==> config.mk <==
export PLATFORM = sky130hd
export DESIGN_NAME = ex_muldiv
export DESIGN_NICKNAME = d
export VERILOG_FILES = /design/src/rtl/ex_muldiv.sv
export SDC_FILE = /design/constraint.sdc
export NUM_CORES = 1
export LEC_CHECK = 0
export BUFFER_PORTS_ARGS = -buffer_cell sky130_fd_sc_hd__buf_2
export CAP_MARGIN = 10
export CORE_UTILIZATION = 49
export CTS_CLUSTER_SIZE = 16
export DETAILED_ROUTE_END_ITERATION = 10
export GPL_TIMING_DRIVEN = 0
export PLACE_DENSITY_LB_ADDON = 0.15
export SLEW_MARGIN = 20
export SYNTH_ARGS = -nofsm -noshare
export SYNTH_HDL_FRONTEND = slang
export SYNTH_SLANG_ARGS = --single-unit
==> constraint.sdc <==
create_clock -name i_clk -period 7.1 [get_ports i_clk]
set_input_delay 0.71 -clock i_clk [delete_from_list [all_inputs] [get_ports i_clk]]
set_output_delay 0.71 -clock i_clk [all_outputs]
set_load 0.1 [all_outputs]
==> src/rtl/ex_muldiv.sv <==
// Iterative RV32M multiply/divide unit for the EX stage: radix-2 shift-add multiply,
// restoring divide, valid/ready handshakes on both sides, flush abort.
module ex_muldiv #(
  parameter int XLEN = 32
) (
  input  logic            i_clk,
  input  logic            i_rst_n,
  input  logic            i_flush,
  input  logic            i_valid,
  output logic            o_ready,
  input  logic [XLEN-1:0] i_A,
  input  logic [XLEN-1:0] i_B,
  input  logic [2:0]      i_func3,
  output logic            o_valid,
  input  logic            i_ready,
  output logic [XLEN-1:0] o_result,
  output logic            o_busy
);
  localparam int CNT_W = $clog2(XLEN) + 1;

  typedef enum logic [1:0] {S_IDLE, S_CALC, S_DONE} state_e;

  function automatic logic [XLEN-1:0] cneg1(input logic neg, input logic [XLEN-1:0] v);
    return neg ? (~v + 1'b1) : v;
  endfunction

  function automatic logic [2*XLEN-1:0] cneg2(input logic neg, input logic [2*XLEN-1:0] v);
    return neg ? (~v + 1'b1) : v;
  endfunction

  state_e              state_q, state_d;
  logic [CNT_W-1:0]    cnt_q, cnt_d;
  logic [XLEN-1:0]     result_q, result_d;
  logic [2*XLEN-1:0]   acc_q, acc_d;
  logic [XLEN-1:0]     b_q, b_d;
  logic [2:0]          func_q, func_d;
  logic                neg_q, neg_d;

  // Request decode: operand signedness, magnitudes and the one-cycle divide cases
  logic            is_div_i, a_sgn_i, b_sgn_i, a_neg_i, b_neg_i;
  logic [XLEN-1:0] a_mag_i, b_mag_i, special_res_i;
  logic            div_zero_i, div_ovf_i, special_i, accept;

  always_comb begin
    is_div_i   = i_func3[2];
    a_sgn_i    = is_div_i ? ~i_func3[0] : (i_func3[1:0] != 2'b11);
    b_sgn_i    = is_div_i ? ~i_func3[0] : ~i_func3[1];
    a_neg_i    = a_sgn_i & i_A[XLEN-1];
    b_neg_i    = b_sgn_i & i_B[XLEN-1];
    a_mag_i    = cneg1(a_neg_i, i_A);
    b_mag_i    = cneg1(b_neg_i, i_B);
    div_zero_i = is_div_i && (i_B == '0);
    div_ovf_i  = is_div_i && !i_func3[0] && (i_A == {1'b1, {(XLEN-1){1'b0}}}) && (i_B == '1);
    special_i  = div_zero_i || div_ovf_i;
    if (div_zero_i) special_res_i = i_func3[1] ? i_A : '1;
    else            special_res_i = i_func3[1] ? '0 : i_A;
    accept     = (state_q == S_IDLE) && i_valid && !i_flush;
  end

  // One iteration of either algorithm; acc holds {partial/remainder, multiplier/quotient}
  logic [XLEN:0]     mul_sum, div_sh;
  logic [XLEN-1:0]   div_diff, quo_fix, rem_fix;
  logic              div_ge;
  logic [2*XLEN-1:0] step, prod_fix;
  logic [XLEN-1:0]   final_res;

  always_comb begin
    mul_sum  = {1'b0, acc_q[2*XLEN-1:XLEN]} + (acc_q[0] ? {1'b0, b_q} : {(XLEN+1){1'b0}});
    div_sh   = {acc_q[2*XLEN-1:XLEN], acc_q[XLEN-1]};
    div_ge   = div_sh >= {1'b0, b_q};
    div_diff = div_sh[XLEN-1:0] - b_q;
    if (!func_q[2])  step = {mul_sum, acc_q[XLEN-1:1]};
    else if (div_ge) step = {div_diff, acc_q[XLEN-2:0], 1'b1};
    else             step = {div_sh[XLEN-1:0], acc_q[XLEN-2:0], 1'b0};
    prod_fix = cneg2(neg_q, step);
    quo_fix  = cneg1(neg_q, step[XLEN-1:0]);
    rem_fix  = cneg1(neg_q, step[2*XLEN-1:XLEN]);
    if (!func_q[2]) final_res = (func_q[1:0] == 2'b00) ? prod_fix[XLEN-1:0] : prod_fix[2*XLEN-1:XLEN];
    else            final_res = func_q[1] ? rem_fix : quo_fix;
  end

  always_ff @(posedge i_clk) begin
    if (!i_rst_n) begin
      state_q  <= S_IDLE;
      cnt_q    <= '0;
      result_q <= '0;
    end else begin
      state_q  <= state_d;
      cnt_q    <= cnt_d;
      result_q <= result_d;
    end
  end

  always_ff @(posedge i_clk) begin
    acc_q  <= acc_d;
    b_q    <= b_d;
    func_q <= func_d;
    neg_q  <= neg_d;
  end

  always_comb begin
    state_d = state_q;
    if (i_flush) begin
      state_d = S_IDLE;
    end else begin
      case (state_q)
        S_IDLE: if (i_valid) state_d = special_i ? S_DONE : S_CALC;
        S_CALC: if (cnt_q == CNT_W'(1)) state_d = S_DONE;
        S_DONE: if (i_ready) state_d = S_IDLE;
        default: state_d = S_IDLE;
      endcase
    end
  end

  always_comb begin
    cnt_d    = cnt_q;
    result_d = result_q;
    acc_d    = acc_q;
    b_d      = b_q;
    func_d   = func_q;
    neg_d    = neg_q;
    if (i_flush) begin
      cnt_d = '0;
    end else if (accept) begin
      acc_d  = {{XLEN{1'b0}}, a_mag_i};
      b_d    = b_mag_i;
      func_d = i_func3;
      neg_d  = (is_div_i && i_func3[1]) ? a_neg_i : (a_neg_i ^ b_neg_i);
      if (special_i) begin
        cnt_d    = '0;
        result_d = special_res_i;
      end else begin
        cnt_d = CNT_W'(XLEN);
      end
    end else if (state_q == S_CALC) begin
      acc_d = step;
      cnt_d = cnt_q - 1'b1;
      if (cnt_q == CNT_W'(1)) result_d = final_res;
    end
  end

  always_comb begin
    o_ready  = (state_q == S_IDLE);
    o_valid  = (state_q == S_DONE);
    o_busy   = (state_q != S_IDLE);
    o_result = result_q;
  end

endmodule

== After elaboration in Yosys (flattened, before gate mapping) ==
Index checks and enable logic that the tools add are counted.
Storage, ports and cells
  register bits: 140
  bits of input ports: 72
  output and inout bits: 35
  word-level logic and storage cells: 91
Operators by class
  add/subtract/negate cells: 8
  $lt $le $gt $ge: 1
  eq/ne operators: 10
  muxes and demuxes: 31
  bitwise gates (word level): 12
  reductions and logical operators: 21
Operators by type and width (count)
  32-bit 2-to-1 mux: 16
  64-bit 2-to-1 mux: 4
  32-bit by 1-bit adder with 32-bit output, second input constant: 4
  32-bit NOT: 4
  64-bit by 1-bit adder with 64-bit output, second input constant: 1
  32-bit == test, second input constant: 2
  64-bit NOT: 1
  32-bit by 32-bit adder with 33-bit output: 1
  33-bit by 32-bit >= comparator with 1-bit output: 1
  32-bit logical NOT: 1
  32-bit subtractor: 1
  6-bit 2-to-1 mux: 3
  2-bit 2-to-1 mux: 4
  2-bit != test, second input constant: 4
  1-bit logical AND: 7
  6-bit by 1-bit == test with 1-bit output, second input constant: 1
  2-bit case mux with 3 select lines: 1
  2-bit nonzero test: 3
  6-bit by 1-bit subtractor with 6-bit output, second input constant: 1
  2-bit logical NOT: 2
  1-bit NOT: 4
  2-bit AND reduction: 2
  4-bit AND reduction: 1
  1-bit 2-to-1 mux: 3
  other kinds (9): 11

== Logic depth before layout (Yosys ltp) ==
Gate-level depths: netlist of the first run.
  word-level depth: 11
  mapped depth: 24
  gate-level depth less buffers: 20

== Worst setup path before layout of the first run ==
No wires, ideal clock.
  path type: reg2reg
  start: register state_q[0]
  end: register result_q[19] (netlist: o_result[19])
  setup time: 118 ps
  data arrival time: 6393 ps
  data required time: 6982 ps
  setup slack: 589 ps
  cell stages (with the launch flop): 14
  buffers on the path: 3
  period minus slack after synthesis: 6511 ps
  cells stage by stage: dfxtp_1 nor2_1 nand2_1 or2_2 clkbuf_1 inv_1 nor2_1 nor2_1 a21boi_1 buf_2 buf_2 o221ai_1 a31oi_1 nor2_1
Between the ends
  longest elaborated chain between the ends: 5
  elaborated cells between the ends (all ways): 9
  those cells by class: 2 x eq/ne; 1 x mux; 6 x reduce/logical
RTL lines
  from (decl): line 31  | state_e state_q, state_d;
  from (signal assigned): line 88  | state_q <= state_d;
  2-bit logical NOT (*)
  named net o_ready: line 10  | output logic o_ready,
  1-bit logical AND (*) (2 in a row): line 57  | accept = (state_q == S_IDLE) && i_valid && !i_flush;
  2-bit != test (no source line) / 2-bit nonzero test (equally long branches)
  4-bit AND reduction (no source line)
  to (signal assigned): line 90  | result_q <= result_d;
  to (decl): line 33  | logic [XLEN-1:0] result_q, result_d;
The timed path passes the listed nets; every way through them passes the cells marked *.
A chain may end at the register's enable or synchronous reset.

== Final worst setup path of the first run ==
  start: register func_q[2]
  end: register result_q[6] (netlist: o_result[6])
Between the ends
  longest elaborated chain between the ends: 9
  elaborated cells between the ends (all ways): 16
  those cells by class: 3 x add/sub; 10 x mux; 3 x bitwise
RTL lines
  from (decl): line 36  | logic [2:0] func_q, func_d;
  from (signal assigned): line 97  | func_q <= func_d;
  64-bit 2-to-1 mux: line 72  | if (!func_q[2]) step = {mul_sum, acc_q[XLEN-1:1]};
  64-bit NOT / 32-bit NOT (equally long branches): line 28, 24
  64-bit by 1-bit adder with 64-bit output / 32-bit by 1-bit adder with 32-bit output (equally long branches): line 28, 24
  64-bit 2-to-1 mux / 32-bit 2-to-1 mux (equally long branches): line 28, 24
  32-bit 2-to-1 mux (on tied branches): line 78, 79
  32-bit 2-to-1 mux (*): line 78  | if (!func_q[2]) final_res = (func_q[1:0] == 2'b00) ? prod_fix[XLEN-1:0] : prod_fix[2*XLEN-1:XLEN];
  32-bit 2-to-1 mux (*): line 138  | if (cnt_q == CNT_W'(1)) result_d = final_res;
  32-bit 2-to-1 mux (*): line 135  | end else if (state_q == S_CALC) begin
  32-bit 2-to-1 mux (*): line 124  | end else if (accept) begin
Every way passes the cells marked *; elsewhere a longest branch is shown, timed or not. The select of a mux whose other input is x is not followed.

==> results.txt, run 1 <==
- Unrepaired setup endpoints after global routing: no
- At the pin with the least slew margin, the transition time is approximately 1000 ps.
* Synthesis-to-layout area growth: 11.30%
- Final Hold Viols: 0
- Post-synthesis register bit count: 140
* CP Launch Type: flop
* Min cycle time layout: 7087 ps
- Remaining global-route overflow: 0
- Following the worst setup path forward leads to its endpoint at o_result[6]$_SDFFE_PN0P_.
- Maximum fanout along the worst path: 19
* Share of the core filled with cells in the final layout: 56.12%
- Across the VDD grid, the largest voltage drop is between 0.00015 and 0.0002 V.
* Worst path arrival time: 7410 ps
- Once the floorplan was initialized, standard cells occupied approximately half of the core.
* H-tree levels: 4
- DIE HEIGHT: approximately 180 um
- Hold is met by between 400 and 500 ps.
* Post-synthesis instance area: approximately 15000 um2
- TritonCTS clock tree: done
* DP HPWL: approximately 50000 um
- The cell count after synthesis came out at between 1500 and 2000.
* Die area: approximately 32000 um2
- Cell family contributing the most delay on the critical path: buffers and inverters
* Capture instance of the worst register-to-register path: o_result[6]$_SDFFE_PN0P_
* Quantity of I/O buffers inserted on ports: ~110
- The number of global-route vias before repair is 14805.
* Clock edge transition at the registers on the reported setup and hold paths: approximately 70 ps
* CP Cell Sequence: buf_4 -> buf_2 -> buf_2 -> buf_4 -> buf_2 -> buf_2 -> buf_2 -> buf_4 -> buf_2 -> clkbuf_4 -> o21bai_1 -> ha_1 -> o21a_1 -> nand3_1 -> or3_1 -> or2_1 -> clkbuf_1 -> o31ai_1 -> xnor2_1 -> nor2_1 -> a2111oi_1 -> o31ai_1
- Data on the critical path is required at its endpoint by between 7000 and 8000 ps.
* Placeable core area: 29950 um2
- Most common cell on crit path: sky130_fd_sc_hd__buf_2
* Number of failing setup endpoints in the final timing report: 0
- Number of placement rows: between 60 and 70
- Clock Latency Late Sink: roughly 460 ps
- Counting instances, the worst hold path has a depth of 1.
- Routed wirelength normalized by instance count: 25.42 um
* Global-route wire length before repair: just over 90000 um
- Count of flip-flops with a built-in enable after synthesis: 100
- After detailed routing, the total wire length is between 60000 and 70000 um.
- Total global-route track usage: 39.87%
- Max_slew headroom: approximately 29%
* Final number of max-transition violations: 0
* Power per standard cell area: around 190 nW/um2
- Antenna violations before repair: 3
* Last weighted congestion value of the routability-driven placer: between 1 and 1.5
* Die width: around 180 um
* Number of detailed-route iterations in the first pass: 6
* Fraction of post-synthesis cell area in the top cell type by area: roughly 20%
- Count of routing violations after the opening detailed-route iteration: ~2500
* Status: finished, final reports clean
- FMAX: between 100 and 150 MHz
- Max Root-Sink Buffers: 2
- Fraction of final layout cells with drive strength greater than 1: between 10% and 20%
* Synth Net Count: about 2100
- For this run, the register share of the synthesized area comes to between 20% and 30%.
- After synthesis, the cell types taking the most area are sky130_fd_sc_hd__edfxtp_1 (20%), sky130_fd_sc_hd__a21oi_1 (6.4%), sky130_fd_sc_hd__ha_1 (5.9%).
* Static leakage: approximately 0.0065 uW
- Counting both buffers and inverters, the worst setup path holds a total of 11.
- The worst setup path is of the reg2reg kind.
- Between clock sinks in the finished design, the worst skew comes to roughly 11 ps.
- Start point of the critical path: func_q[2]$_DFFE_PP_
- After layout, the worst path uses roughly 100% of the clock period.
- Number of top-level pins: 107
- After detailed routing, the number of vias per cell comes to approximately 6.7.
- The path class of the tightest hold or removal check is reg2reg.
- Number of sinks handled by clock tree synthesis: between 100 and 150
* Antenna violation net count after detailed routing: 0
- Clock tree synthesis selected as its root buffer the cell sky130_fd_sc_hd__clkbuf_16.
- The final route contains between 15000 and 20000 vias.
- The Yosys step of the flow raised 0 warnings.
- Max-cap violations in this run came to 0.
* Yosys cell types: 105
* Category of the worst setup path capture point: flop
- Entering global routing, the biggest net connects 31 pins.
* Fin nets: 2198
- In the synthesized netlist the dominant register cell turns out to be sky130_fd_sc_hd__edfxtp_1.
* Fraction of registers with async set or reset after synthesis: 0%
* Library cell with the largest summed area after synthesis: sky130_fd_sc_hd__edfxtp_1
- Measured in cells, the most critical reg-to-reg path has a length of 22.
- 0 antenna diodes ended up in the layout.
- Total clock buffers created by CTS: 17
* Standard cell with the maximum stage delay on the critical path: sky130_fd_sc_hd__a2111oi_1
* Mean area per synthesized cell: about 8 um2
* Remaining DRCs: 0
- R2R setup slack: between 10 and 15 ps
- The critical path crosses 22 cells after its start point.
- Crit Reg-Reg Startpoint: func_q[2]$_DFFE_PP_
- On the worst path, the slowest cell contributes a delay of between 600 and 700 ps.
==> metal layers <==
metal / global-route usage (%) / vias up / share of wire, %
li1: - / 7385 / -
met1: 58.80 / 7838 / 44
met2: 55.08 / 1030 / 40
met3: 10.73 / 145 / 13
met4: 13.39 / 2 / 3.4
met5: 0 / - / 0.021
==> Yosys cell counts, types with 18 or more instances <==
master and instances:
sky130_fd_sc_hd__nor3_1 51, sky130_fd_sc_hd__ha_1 71, sky130_fd_sc_hd__inv_1 83, sky130_fd_sc_hd__o211ai_1 24, sky130_fd_sc_hd__or3_1 21, sky130_fd_sc_hd__nand2_1 158
sky130_fd_sc_hd__a21oi_1 192, sky130_fd_sc_hd__a211oi_1 29, sky130_fd_sc_hd__o31ai_1 39, sky130_fd_sc_hd__nor2_1 205, sky130_fd_sc_hd__buf_2 24, sky130_fd_sc_hd__and2_1 44
sky130_fd_sc_hd__nor2b_1 19, sky130_fd_sc_hd__mux2_2 18, sky130_fd_sc_hd__nand4_1 37, sky130_fd_sc_hd__mux2i_1 38, sky130_fd_sc_hd__a21o_1 19, sky130_fd_sc_hd__edfxtp_1 100
sky130_fd_sc_hd__a31oi_1 21, sky130_fd_sc_hd__o21ai_0 112, sky130_fd_sc_hd__nand3_1 51, sky130_fd_sc_hd__xnor2_1 91, sky130_fd_sc_hd__xor2_1 72, sky130_fd_sc_hd__clkbuf_1 69
sky130_fd_sc_hd__dfxtp_1 40
==> cells by family (layout without fill, tap and decap cells) <==
family,after synthesis,after routing,share of synthesized area (%)
simple gates,682,682,22.53
compound gates,606,606,26.74
buf+inv,199,339,5.591
xor+xnor,163,163,9.452
flops,140,140,25.18
fa+ha+maj,78,78,6.478
mux,58,58,4.026
==> final cells by class <==
| cell class | instances | area (um2) |
|---|---|---|
| well taps | 390 | 488.0 |
| plain buffers | 113 | 525.5 |
| fillers | 2939 | 13140 |
| repair buffers | 109 | 598.1 |
| clock buffers | 18 | 429.2 |
| inverters | 85 | 319.1 |
| multi-input cells | 1587 | 10470 |
| clock inverters | 14 | 182.7 |
| flip-flops and latches | 140 | 3804 |
==> worst min-delay path by stage <==
stage / from / end / slack (ps)
3_3_place_gp: o_result[12]$_SDFFE_PN0P_ / o_result[12]$_SDFFE_PN0P_ / 430
6_report: o_result[12]$_SDFFE_PN0P_ / o_result[12]$_SDFFE_PN0P_ / 450
5_1_grt: i_func3[1] / func_q[1]$_DFFE_PP_ / 440
4_1_cts: i_func3[1] / func_q[1]$_DFFE_PP_ / 450
3_5_place_dp: o_result[12]$_SDFFE_PN0P_ / o_result[12]$_SDFFE_PN0P_ / 430
2_1_floorplan: cnt_q[1]$_SDFFE_PP0N_ / cnt_q[1]$_SDFFE_PP0N_ / 480
==> metrics by stage <==
stage	total power, uW	instances	setup WS [ps]	cell area [um2]	TNS, ps
finish	3129	2456	12.73	16810	0
detailed placement	2122	2425	-346.4	16200	-415.1
CTS	3077	2456	188.8	16810	0
global route	3237	2456	26.47	16810	0
global placement	2115	2422	-886.7	16120	-19270
floorplan	1738	1926	589.2	15100	0
==> layout by cell type (no fill, tap or decap), drive strengths merged, types with 17 or more instances in the layout <==
cell type,instances
a211oi,33
a21o,19
a21oi,194
a31oi,22
and2,44
buf,153
clkbuf,87
dfxtp,40
edfxtp,100
ha,71
inv,89
mux2,19
mux2i,39
nand2,161
nand3,52
nand4,41
nor2,205
nor2b,19
nor3,51
o211ai,25
o21a,17
o21ai,123
o31ai,40
or3,22
xnor2,91
xor2,72
==> state kept, by name, indices dropped and copies added, names as in the netlist <==
name      cells
acc_q        64
b_q          32
o_result     32
cnt_q         6
func_q        3
state_q       2
neg_q         1
==> power by group <==
part / internal [uW] / total, uW / switching [uW]
clock network: 559 / 970 / 411
registers: 932 / 976 / 44.0
logic: 391 / 1180 / 792
==> what timing repair did <==
item | CTS | global route
endpoints found under the setup margin | 3 | 2
hold endpoints to repair | 0 | 0
setup buffers | 0 | 0
resized for setup | 1 | 1
hold buffers | 0 | 0
==> worst register-to-register path: stages, from the launching register on <==
cell and delay, ps:
sky130_fd_sc_hd__edfxtp_1 490, sky130_fd_sc_hd__buf_4 280, sky130_fd_sc_hd__buf_2 320, sky130_fd_sc_hd__buf_2 390, sky130_fd_sc_hd__buf_4 290, sky130_fd_sc_hd__buf_2 250
sky130_fd_sc_hd__buf_2 250, sky130_fd_sc_hd__buf_2 390, sky130_fd_sc_hd__buf_4 280, sky130_fd_sc_hd__buf_2 400, sky130_fd_sc_hd__clkbuf_4 480, sky130_fd_sc_hd__o21bai_1 180
sky130_fd_sc_hd__ha_1 280, sky130_fd_sc_hd__o21a_1 170, sky130_fd_sc_hd__nand3_1 170, sky130_fd_sc_hd__or3_1 250, sky130_fd_sc_hd__or2_1 260, sky130_fd_sc_hd__clkbuf_1 560
sky130_fd_sc_hd__o31ai_1 160, sky130_fd_sc_hd__xnor2_1 220, sky130_fd_sc_hd__nor2_1 100, sky130_fd_sc_hd__a2111oi_1 660, sky130_fd_sc_hd__o31ai_1 140
Note: power is estimated with default switching activity, not from simulation.
==> inputs of run 2 (changes only) <==
- CTS_BUF_LIST: default -> sky130_fd_sc_hd__clkbuf_2
==> run 2 against run 1 <==
Sequential share of layout area grew 0.46 points; sequential power hardly changed; register-to-register slack better by 210 ps; non-clock buffer count unchanged; combinational power about the same; routed wire length rose by 0.14%; fmax increased by 3.1%; critical endpoint is now o_result[12]$_SDFFE_PN0P_; largest cell class unchanged; largest power group unchanged.
==> results.txt, run 2 (synthesis gave the netlist of run 1 again) <==
- The flow ran to the end, and the final reports show no timing, DRC or antenna violations.
* Vias/cell: 6.694 (+0.25%)
- The count of final hold-check violations is 0 (unchanged).
- The min-delay analysis places its worst path in the category in2reg.
- Capture instance of the worst register-to-register path: o_result[12]$_SDFFE_PN0P_
- Largest vdd supply drop: 0.0001886 V (-3.7%)
- The number of violations of the max-capacitance limit was 0 (unchanged).
* Clock edge transition at the registers on the reported setup and hold paths: 230 ps (+160 ps)
- Standard cell with the maximum stage delay on the critical path: sky130_fd_sc_hd__o31ai_1
- The power density relative to cell area came to 166.0 nW/um2 (-11%).
* Vias in the first global route: 14737 (-0.46%)
- Die width: 177.6 um (unchanged)
- Post CTS Setup Buffer Count: 0 (unchanged)
* TritonCTS clock tree: done
* Global-route wire length before repair: 92340 um (-0.35%)
- Number of sinks handled by clock tree synthesis: 140 (unchanged)
- Max_slew headroom: 26.52% (-2.4 points)
- DIE HEIGHT: 177.6 um (unchanged)
* Count of routing violations after the opening detailed-route iteration: 2441 (-2.8%)
- The largest net degree at the start of global routing came to 31 (unchanged).
- CP Data Required Time: 7870 ps (+450 ps)
* CTS root buffer: sky130_fd_sc_hd__clkbuf_2
* Transition time at the pin with the least slew margin: 1072 ps (+35.36 ps)
- The final number of setup-violating endpoints was 0 (unchanged).
- Leaving out fill and tap cells, the most frequent cell in the layout is sky130_fd_sc_hd__nor2_1.
- Most common cell on crit path: sky130_fd_sc_hd__buf_2
* Fraction of final layout cells with drive strength greater than 1: 12.25% (+0.097 points)
- R2R setup slack: 230 ps (+210 ps)
* Unrepaired setup endpoints after global routing: no
* Last weighted congestion value of the routability-driven placer: 1.018 (unchanged)
- Crit Reg-Reg Startpoint: func_q[2]$_DFFE_PP_
- Compared with the post-synthesis result, the final layout area differs by 9.095%.
- The total buffers and inverters traversed by the critical path is 10 (-1).
* Total clock buffers created by CTS: 17 (unchanged)
- The final-layout worst hold slack is 32.01 ps (-414.4 ps).
- Hold Startpoint: i_func3[1]
* Die area: 31530 um2 (unchanged)
- The total via count in the routed design came to 16454 (+0.33%).
- The leakage power was 0.006377 uW (-2.0%).
- The worst setup path is captured at a flop.
* Max Root-Sink Buffers: 2 (unchanged)
- Quantity of I/O buffers inserted on ports: 106 (unchanged)
* Worst-case clock skew: 78.70 ps (+68.15 ps)
- Top register by number of flip-flops: acc_q
- Endpoint of the worst hold path: func_q[1]$_DFFE_PP_
- The logic depth of the worst setup path including buffers is 22 (unchanged).
- Remaining DRCs: 0 (unchanged)
- The top cell types in the final layout, fill and taps aside, are sky130_fd_sc_hd__nor2_1 (204), sky130_fd_sc_hd__a21oi_1 (192), sky130_fd_sc_hd__nand2_1 (158).
- Number of top-level pins: 107 (unchanged)
* Fill count: 2988 (+1.7%)
- The total congestion overflow came to 0 (unchanged).
- Routed wire length: 62520 um (+0.14%)
- The signal arrival time at the worst endpoint came to 7650 ps (+240 ps).
* CP Cell Sequence: buf_4 -> buf_2 -> buf_2 -> buf_4 -> buf_2 -> buf_2 -> buf_2 -> buf_4 -> buf_2 -> clkbuf_4 -> o21bai_1 -> ha_1 -> o21a_1 -> nand3_1 -> or3_1 -> or2_1 -> or3_1 -> o21a_1 -> nor2_1 -> o31ai_1 -> a211oi_1 -> a21o_1
- The fmax is 145.5 MHz (+3.1%).
- Clock Latency Late Sink: 910 ps (+450 ps)
* Min cycle time layout: 6874 ps (-212.8 ps)
- The initial standard-cell utilization of the core is 50.43% (unchanged).
- The number of rows created at floorplan came to 63 (unchanged).
* Placeable core area: 29950 um2 (unchanged)
- H-tree levels: 4 (unchanged)
- The total count of max-transition violations in the final report is 0 (unchanged).
- The antenna violation net count after detailed routing is 0 (unchanged).
- Period Utilization, post-route: 96.82% (-3.0 points)
* Post-place setup slack: -346.4 ps (unchanged)
- The average wire per standard cell is 25.43 um (about the same).
- The placed wire-length estimate after detailed placement was 50290 um (unchanged).
- Maximum cell stage delay along the critical path: 660 ps (about the same)
- The cell depth of the worst min-delay path is 1 (unchanged).
- The worst setup path is launched from a flop.
- Tracing the worst setup path back leads to its startpoint at func_q[2]$_DFFE_PP_.
- The flip-flop count of the largest register after layout came to 64 (unchanged).
- Total global-route track usage: 39.60% (-0.28 points)
* Cell family contributing the most delay on the critical path: buffers and inverters
- Fin nets: 2198 (unchanged)
- Maximum fanout along the worst path: 19 (unchanged)
- The first-pass iteration count of the detailed router was 5 (-1).
* Length in cells of the worst reg-to-reg path: 22 (unchanged)
- Post-route total power: 2736 uW (-13%)
- Antenna violations before repair: 3 (unchanged)
- Critical path start-end classification: reg2reg
* Final worst slack: 225.5 ps (+212.8 ps)
==> run 2: what timing repair did <==
item	4_1_cts	5_1_grt
endpoints found under the setup margin	3	2
hold buffers	0	0
gates resized for setup	1	3
==> run 2: area by class of cell <==
| cell class | instances | area, um2 | area share (%) |
|---|---|---|---|
| multi-input cells | 1587 | 10470 | 63.51 |
| flip-flops and latches | 140 | 3804 | 23.08 |
| repair buffers | 109 | 598.1 | 3.629 |
| plain buffers | 113 | 526.8 | 3.197 |
| well taps | 390 | 488.0 | 2.961 |
| inverters | 85 | 319.1 | 1.936 |
| clock inverters | 14 | 182.7 | 1.109 |
| clock buffers | 18 | 90.09 | 0.5467 |
| diodes | 2 | 5.005 | 0.03037 |
==> run 2: layer usage <==
metal / up-vias / GRT usage (%) / routed length (um)
li1: 7402 / - / -
met1: 7887 / 58.80 / 27350
met2: 1058 / 55.40 / 25550
met3: 107 / 10.18 / 7959
met4: 0 / 11.47 / 1656
met5: - / 0 / 0
==> run 2: where the power goes <==
part	leakage, uW	switching, uW	internal (uW)
Clock	0.000154	370	206
Combinational	0.00497	792	391
Sequential	0.00125	44.4	932
Total	0.00638	1210	1530
==> run 2: worst max-delay path by stage <==
stage	to	slack [ps]
2_1_floorplan	o_result[19]$_SDFFE_PN0P_	590
3_5_place_dp	o_result[6]$_SDFFE_PN0P_	-350
5_1_grt	o_result[29]$_SDFFE_PN0P_	120
6_report	o_result[12]$_SDFFE_PN0P_	230
4_1_cts	o_result[6]$_SDFFE_PN0P_	190
3_3_place_gp	o_result[23]$_SDFFE_PN0P_	-890
==> run 2: stage by stage <==
stage / setup TNS (ps) / cell area, um2 / instances / utilization [%]
2_1_floorplan: 0 / 15100 / 1926 / -
3_3_place_gp: -19270 / 16120 / 2422 / 53.83
3_5_place_dp: -415.1 / 16200 / 2425 / 54.08
4_1_cts: 0 / 16470 / 2456 / 54.98
5_1_grt: 0 / 16480 / 2458 / 55.01
6_report: 0 / 16480 / 2458 / 55.01
